[src/rtl/nonrestoring_divider.sv]
// nonrestoring_divider: iterative unsigned divider, one WIDTH+1-bit add/sub
// step per clock. The sign of the partial remainder selects add or subtract
// for the next step, and a final FIX cycle restores a negative remainder.
//
// Optional feature: define DIVIDER_SIGNED_EN for two's-complement operands.
// Magnitudes go through the same core, and the result signs are applied in
// FIX (truncating division).
//
// Ports:
//   clk, rst         rising-edge clock, asynchronous active-high reset
//   start            request, sampled only in IDLE
//   dividend/divisor operands, captured on the accepted start edge
//   busy             high from the accepted start until done
//   done             one-cycle pulse; results are valid from this cycle
//   quotient         result, held until the next accepted start
//   remainder        result, held until the next accepted start
//   div_by_zero      flag for the last operation, held with the results
module nonrestoring_divider #(
  parameter int unsigned WIDTH = 8
) (
  input  logic             clk,
  input  logic             rst,
  input  logic             start,
  input  logic [WIDTH-1:0] dividend,
  input  logic [WIDTH-1:0] divisor,
  output logic             busy,
  output logic             done,
  output logic [WIDTH-1:0] quotient,
  output logic [WIDTH-1:0] remainder,
  output logic             div_by_zero
);

  localparam int unsigned PW = WIDTH + 1;
  localparam int unsigned CW = $clog2(WIDTH);

  typedef enum logic [1:0] {IDLE, RUN, FIX, DONE} state_t;

  state_t           state, state_nxt;
  logic [PW-1:0]    p, p_nxt;
  logic [WIDTH-1:0] q, q_nxt;
  logic [WIDTH-1:0] d, d_nxt;
  logic [CW-1:0]    cnt, cnt_nxt;
  logic             busy_nxt, done_nxt, dbz_nxt;
  logic [WIDTH-1:0] quotient_nxt, remainder_nxt;

  logic [PW-1:0]    d_ext, p_shift, p_step, p_fix;
  logic [WIDTH-1:0] a_mag, b_mag, q_res, r_res;

`ifdef DIVIDER_SIGNED_EN
  logic neg_q, neg_q_nxt;
  logic neg_r, neg_r_nxt;
`endif

  // State register
  always_ff @(posedge clk or posedge rst) begin
    if (rst) state <= IDLE;
    else     state <= state_nxt;
  end

  // Datapath and output registers
  always_ff @(posedge clk or posedge rst) begin
    if (rst) begin
      p           <= '0;
      q           <= '0;
      d           <= '0;
      cnt         <= '0;
      busy        <= 1'b0;
      done        <= 1'b0;
      quotient    <= '0;
      remainder   <= '0;
      div_by_zero <= 1'b0;
`ifdef DIVIDER_SIGNED_EN
      neg_q       <= 1'b0;
      neg_r       <= 1'b0;
`endif
    end else begin
      p           <= p_nxt;
      q           <= q_nxt;
      d           <= d_nxt;
      cnt         <= cnt_nxt;
      busy        <= busy_nxt;
      done        <= done_nxt;
      quotient    <= quotient_nxt;
      remainder   <= remainder_nxt;
      div_by_zero <= dbz_nxt;
`ifdef DIVIDER_SIGNED_EN
      neg_q       <= neg_q_nxt;
      neg_r       <= neg_r_nxt;
`endif
    end
  end

  // Next-state, datapath step and result formatting
  always_comb begin
    state_nxt     = state;
    p_nxt         = p;
    q_nxt         = q;
    d_nxt         = d;
    cnt_nxt       = cnt;
    busy_nxt      = busy;
    done_nxt      = 1'b0;
    quotient_nxt  = quotient;
    remainder_nxt = remainder;
    dbz_nxt       = div_by_zero;
`ifdef DIVIDER_SIGNED_EN
    neg_q_nxt     = neg_q;
    neg_r_nxt     = neg_r;
`endif

    // One non-restoring step; wraparound in the shift is harmless because
    // the result after +/-D always lands back in [-D, D).
    d_ext   = {1'b0, d};
    p_shift = {p[WIDTH-1:0], q[WIDTH-1]};
    p_step  = p[WIDTH] ? (p_shift + d_ext) : (p_shift - d_ext);
    p_fix   = p[WIDTH] ? (p + d_ext) : p;
    q_res   = q;
    r_res   = p_fix[WIDTH-1:0];

`ifdef DIVIDER_SIGNED_EN
    a_mag = dividend[WIDTH-1] ? WIDTH'(-dividend) : dividend;
    b_mag = divisor[WIDTH-1]  ? WIDTH'(-divisor)  : divisor;
    if (neg_q) q_res = WIDTH'(-q);
    if (neg_r) r_res = WIDTH'(-p_fix[WIDTH-1:0]);
`else
    a_mag = dividend;
    b_mag = divisor;
`endif

    case (state)
      IDLE: begin
        if (start) begin
          busy_nxt = 1'b1;
          dbz_nxt  = 1'b0;
          if (divisor == '0) begin
            // No iteration needed; DONE raises the pulse one edge later.
            quotient_nxt  = '1;
            remainder_nxt = dividend;
            dbz_nxt       = 1'b1;
            state_nxt     = DONE;
          end else begin
            p_nxt     = '0;
            q_nxt     = a_mag;
            d_nxt     = b_mag;
            cnt_nxt   = '0;
`ifdef DIVIDER_SIGNED_EN
            neg_q_nxt = dividend[WIDTH-1] ^ divisor[WIDTH-1];
            neg_r_nxt = dividend[WIDTH-1];
`endif
            state_nxt = RUN;
          end
        end
      end

      RUN: begin
        p_nxt   = p_step;
        q_nxt   = {q[WIDTH-2:0], ~p_step[WIDTH]};
        cnt_nxt = cnt + CW'(1);
        if (cnt == CW'(WIDTH - 1)) state_nxt = FIX;
      end

      FIX: begin
        p_nxt         = p_fix;
        quotient_nxt  = q_res;
        remainder_nxt = r_res;
        done_nxt      = 1'b1;
        busy_nxt      = 1'b0;
        state_nxt     = DONE;
      end

      DONE: begin
        // Still busy only on the divide-by-zero path: raise done here and
        // spend one more cycle in DONE so the pulse cycle also ignores start.
        if (busy) begin
          done_nxt = 1'b1;
          busy_nxt = 1'b0;
        end else begin
          state_nxt = IDLE;
        end
      end

      default: state_nxt = IDLE;
    endcase
  end

endmodule
[config.mk]
export PLATFORM = sky130hd
export DESIGN_NAME = nonrestoring_divider
export DESIGN_NICKNAME = d
export VERILOG_FILES = /design/src/rtl/nonrestoring_divider.sv
export SDC_FILE = /design/constraint.sdc
export NUM_CORES = 1
export LEC_CHECK = 0
export BUFFER_PORTS_ARGS = -buffer_cell sky130_fd_sc_hd__buf_2
export CORE_MARGIN = 4
export CORE_UTILIZATION = 55
export CTS_BUF_LIST = sky130_fd_sc_hd__clkbuf_8
export DETAILED_ROUTE_END_ITERATION = 12
export PLACE_DENSITY = 0.78
export SYNTH_ARGS = -nofsm -noshare
export SYNTH_HDL_FRONTEND = slang
export SYNTH_SLANG_ARGS = --single-unit
export TNS_END_PERCENT = 1
[constraint.sdc]
create_clock -name clk -period 2.5 [get_ports clk]
set_input_delay 0.5 -clock clk [delete_from_list [all_inputs] [get_ports clk]]
set_output_delay 0.5 -clock clk [all_outputs]
set_load 0.005 [all_outputs]
==> flow_metrics.env <==
export IMPL_startpoint_type="register"
export IMPL_synth_compound_area_frac=0.213
export IMPL_nNetsFinal=439
export IMPL_required_ps=2690
export IMPL_area_growth_pct=12.0
export IMPL_wl_um=7900
export IMPL_period_minus_slack_ps=2440
export IMPL_max_cap_viol_count=0
export IMPL_crit_fanout=3
export IMPL_leakage_nw=1.69
export IMPL_rsz0062_at_grt="yes"
export IMPL_grt_overflow=0
export IMPL_first_pass_iters=4
export IMPL_synth_adder_area_share=0.106
export IMPL_insertion_delay_ps=310
export IMPL_peakVddDrop_uv=1020
export IMPL_initial_core_util=0.565
export IMPL_seq_area_um2=1230
export IMPL_fmax_mhz=409
export IMPL_grt_pass1_vias=2711
export IMPL_clkPwrFrac=0.093
export IMPL_async_flop_share=1.00
export IMPL_io_pins=38
export IMPL_cts_path_max_buffers=2
export IMPL_pwr_share_seq=0.266
export IMPL_drtIter0Drc=189
export IMPL_drc_errors=0
export IMPL_run_status="complete, no violations"
export IMPL_synth_flop_cell="dfrtp_1"
export IMPL_cp_num_buf_inv=2
export IMPL_row_count=28
export IMPL_period_share=0.978
export IMPL_netlist_area_um2=3320
export IMPL_drv_slew=0
export IMPL_synth_most_common_cell="dfrtp_1"
export IMPL_maxSlewHeadroom=0.271
export IMPL_grt_start_max_net_pins=50
export IMPL_finalSetupViolCount=0
export IMPL_cts_sinks=49
export IMPL_switching_share=0.472
export IMPL_synth_area_per_cell_um2=9.50
export IMPL_multi_input_area_um2=1920
export IMPL_p_per_area_nw_per_um2=1450
export IMPL_dr_total_vias=2735
export IMPL_setup_tns_ps=0
export IMPL_antenna_found_initial=0
export IMPL_synth_top_family_by_area="compound AO/OA/AOI/OAI gates"
export IMPL_yosysWarnings=0
export IMPL_slowest_stage="dfrtp_1"
export IMPL_dieArea_um2=7350
export IMPL_yosys_area_share_xor_xnor=0.0422
export IMPL_track_usage=0.225
export IMPL_yosysTopAreaCell="dfrtp_1"
export IMPL_cp_arrival_ps=2630
export IMPL_place_congestion=0.886
export IMPL_cts_buffers=5
export IMPL_seq_area_frac_synth=0.369
export IMPL_p_int_mw=2.85
export IMPL_dp_cells=460
export IMPL_synth_edff_count=0
export IMPL_synth_area_leaders="dfrtp_1 (37%), ha_1 (9.4%), nand2_1 (4.2%), mux2i_1 (3.9%), o21ai_1 (3.9%)"
export IMPL_p_comb_frac=0.641
export IMPL_final_core_util=0.633
export IMPL_cp_slowest_stage_delay_ps=390
export IMPL_setup_worst_path_class="reg2reg"
export IMPL_clock_skew_ps=8.45
export IMPL_root_buffer="clkbuf_8"
export IMPL_synthSimpleGateAreaFrac=0.140
export IMPL_cts_tree="done"
export IMPL_p_total_mw=5.40
export IMPL_clk_pin_slew_ps=100
export IMPL_ant_nets=0
export IMPL_crit_chain="buf_4, ha_1, inv_1, fa_2, nor2b_4, o31a_1, o21a_1, or3_1, a311oi_2, o31ai_2"
export IMPL_hpwlAfterDp_um=6080
export IMPL_fp_dieH_um=85.7
export IMPL_synthMuxAreaShare=0.0629
export IMPL_cts_max_level=2
export IMPL_critPathCaptureType="register"
export IMPL_fin_cells=469
export IMPL_p_sw_mw=2.55
export IMPL_die_w_um=85.7
export IMPL_syn_nets=396
export IMPL_hold_viol=0
export IMPL_io_buffers=37
export IMPL_synth_top_area_share=0.369
export IMPL_antenna_cells=0
export IMPL_grt_pass1_wl_um=13200
export IMPL_ys_seq_elements=49
export IMPL_netlist_top_cells_count="dfrtp_1 (49), nand2_1 (37), nor2_1 (27), o21ai_1 (26), ha_1 (25)"
export IMPL_hold_class="in2async"
export IMPL_syn_inst=350
export IMPL_via_per_inst=5.83
export IMPL_avgRoutedWirePerCell_um=16.9
export IMPL_worstMarginPinSlew_ps=1090
export IMPL_fillCellCount=493
export IMPL_core_area_um2=5890
export IMPL_path_delay_family="compound AO/OA/AOI/OAI gates"
export IMPL_synth_distinct_cells=60
export IMPL_drive_gt1_frac=0.221
## flip-flops by register name, indices dropped and copies added (netlist names)
name         count
busy             1
cnt              3
d                8
div_by_zero      1
done             1
p                9
q                8
quotient         8
remainder        8
state            2
## cells by family after synthesis
group,Yosys count
adders and majority gates,27
xor gates and xnor gates,16
DFF,49
and+or+nand+nor,92
buffers and inverters,38
muxes,20
AOI/OAI and AO/OA,108
## cell usage in the layout (no fill, tap or decap), types with 3 or more instances in the layout
cell      count
clkbuf_8      5
inv_1        21
buf_2        37
nor2_1       27
xnor2_1       8
o21ai_0       7
nor3_1        5
o21ai_1      26
nand2_1      37
buf_4        13
a21o_1        5
nand3b_1      3
a21oi_1      15
mux2_1        5
ha_1         25
o21a_1        4
mux2i_1      13
o211ai_1      4
dfrtp_1      48
a21oi_2       5
a211oi_1      5
xor2_1        7
a31oi_1      12
## stage by stage
| stage | area [um2] | worst slack, ps | hold WS [ps] |
|---|---|---|---|
| 2_1_floorplan | 3320 | 6.84 | 452 |
| 3_3_place_gp | 3570 | 102 | 455 |
| 3_5_place_dp | 3570 | 47.5 | 460 |
| 4_1_cts | 3680 | 35.5 | 357 |
| 5_1_grt | 3720 | -47.5 | 378 |
| 6_report | 3720 | 56.1 | 326 |
## power groups by stage
stage | registers [mW] | logic [mW] | clock network (mW)
floorplan | 1.39 | 2.51 | 0
global placement | 1.42 | 3.19 | 0
detailed placement | 1.44 | 3.30 | 0
global route | 1.48 | 3.85 | 0.548
finish | 1.44 | 3.46 | 0.502
CTS | 1.43 | 3.33 | 0.516
## worst min-delay path, stage by stage
cell   delay, ps
buf_2        100
inv_2         30
buf_4        490
## what timing repair did
item,in CTS,in global routing
endpoints found under the setup margin,1,6
gates resized for setup,1,9
setup buffers,0,1
pin swaps,0,2
hold buffers,0,0
## path summary, 6_finish.rpt
check | from | to | slack [ps] | depth (start not counted)
max in group asynchronous | rst | d[2] | 1690 | 3
min in group clk | divisor[3] | d[3] | 420 | 2
min | rst | remainder[2] | 330 | 3
max | d[0] | remainder[6] | 60 | 10
min reg2reg | remainder[4] | remainder[4] | 480 | 1
max reg2reg | d[0] | remainder[6] | 60 | 10
## layer usage
| layer | vias to the layer above | part of all wire | global-route usage |
|---|---|---|---|
| met4 | 0 | 0.019 | 0.0763 |
| met1 | 1316 | 0.45 | 0.309 |
| met2 | 80 | 0.48 | 0.364 |
| li1 | 1327 | - | - |
| met3 | 12 | 0.054 | 0.0336 |
| met5 | - | 0 | 0 |
## layout make-up
type | instances | area share
tap | 75 | 0.0252
inverter | 23 | 0.0232
clock buffer | 5 | 0.0185
sequential | 49 | 0.330
clock inverter | 3 | 0.00672
multi-input combinational | 263 | 0.516
timing repair buffer | 51 | 0.0813
Power figures use the tool's default switching activity.
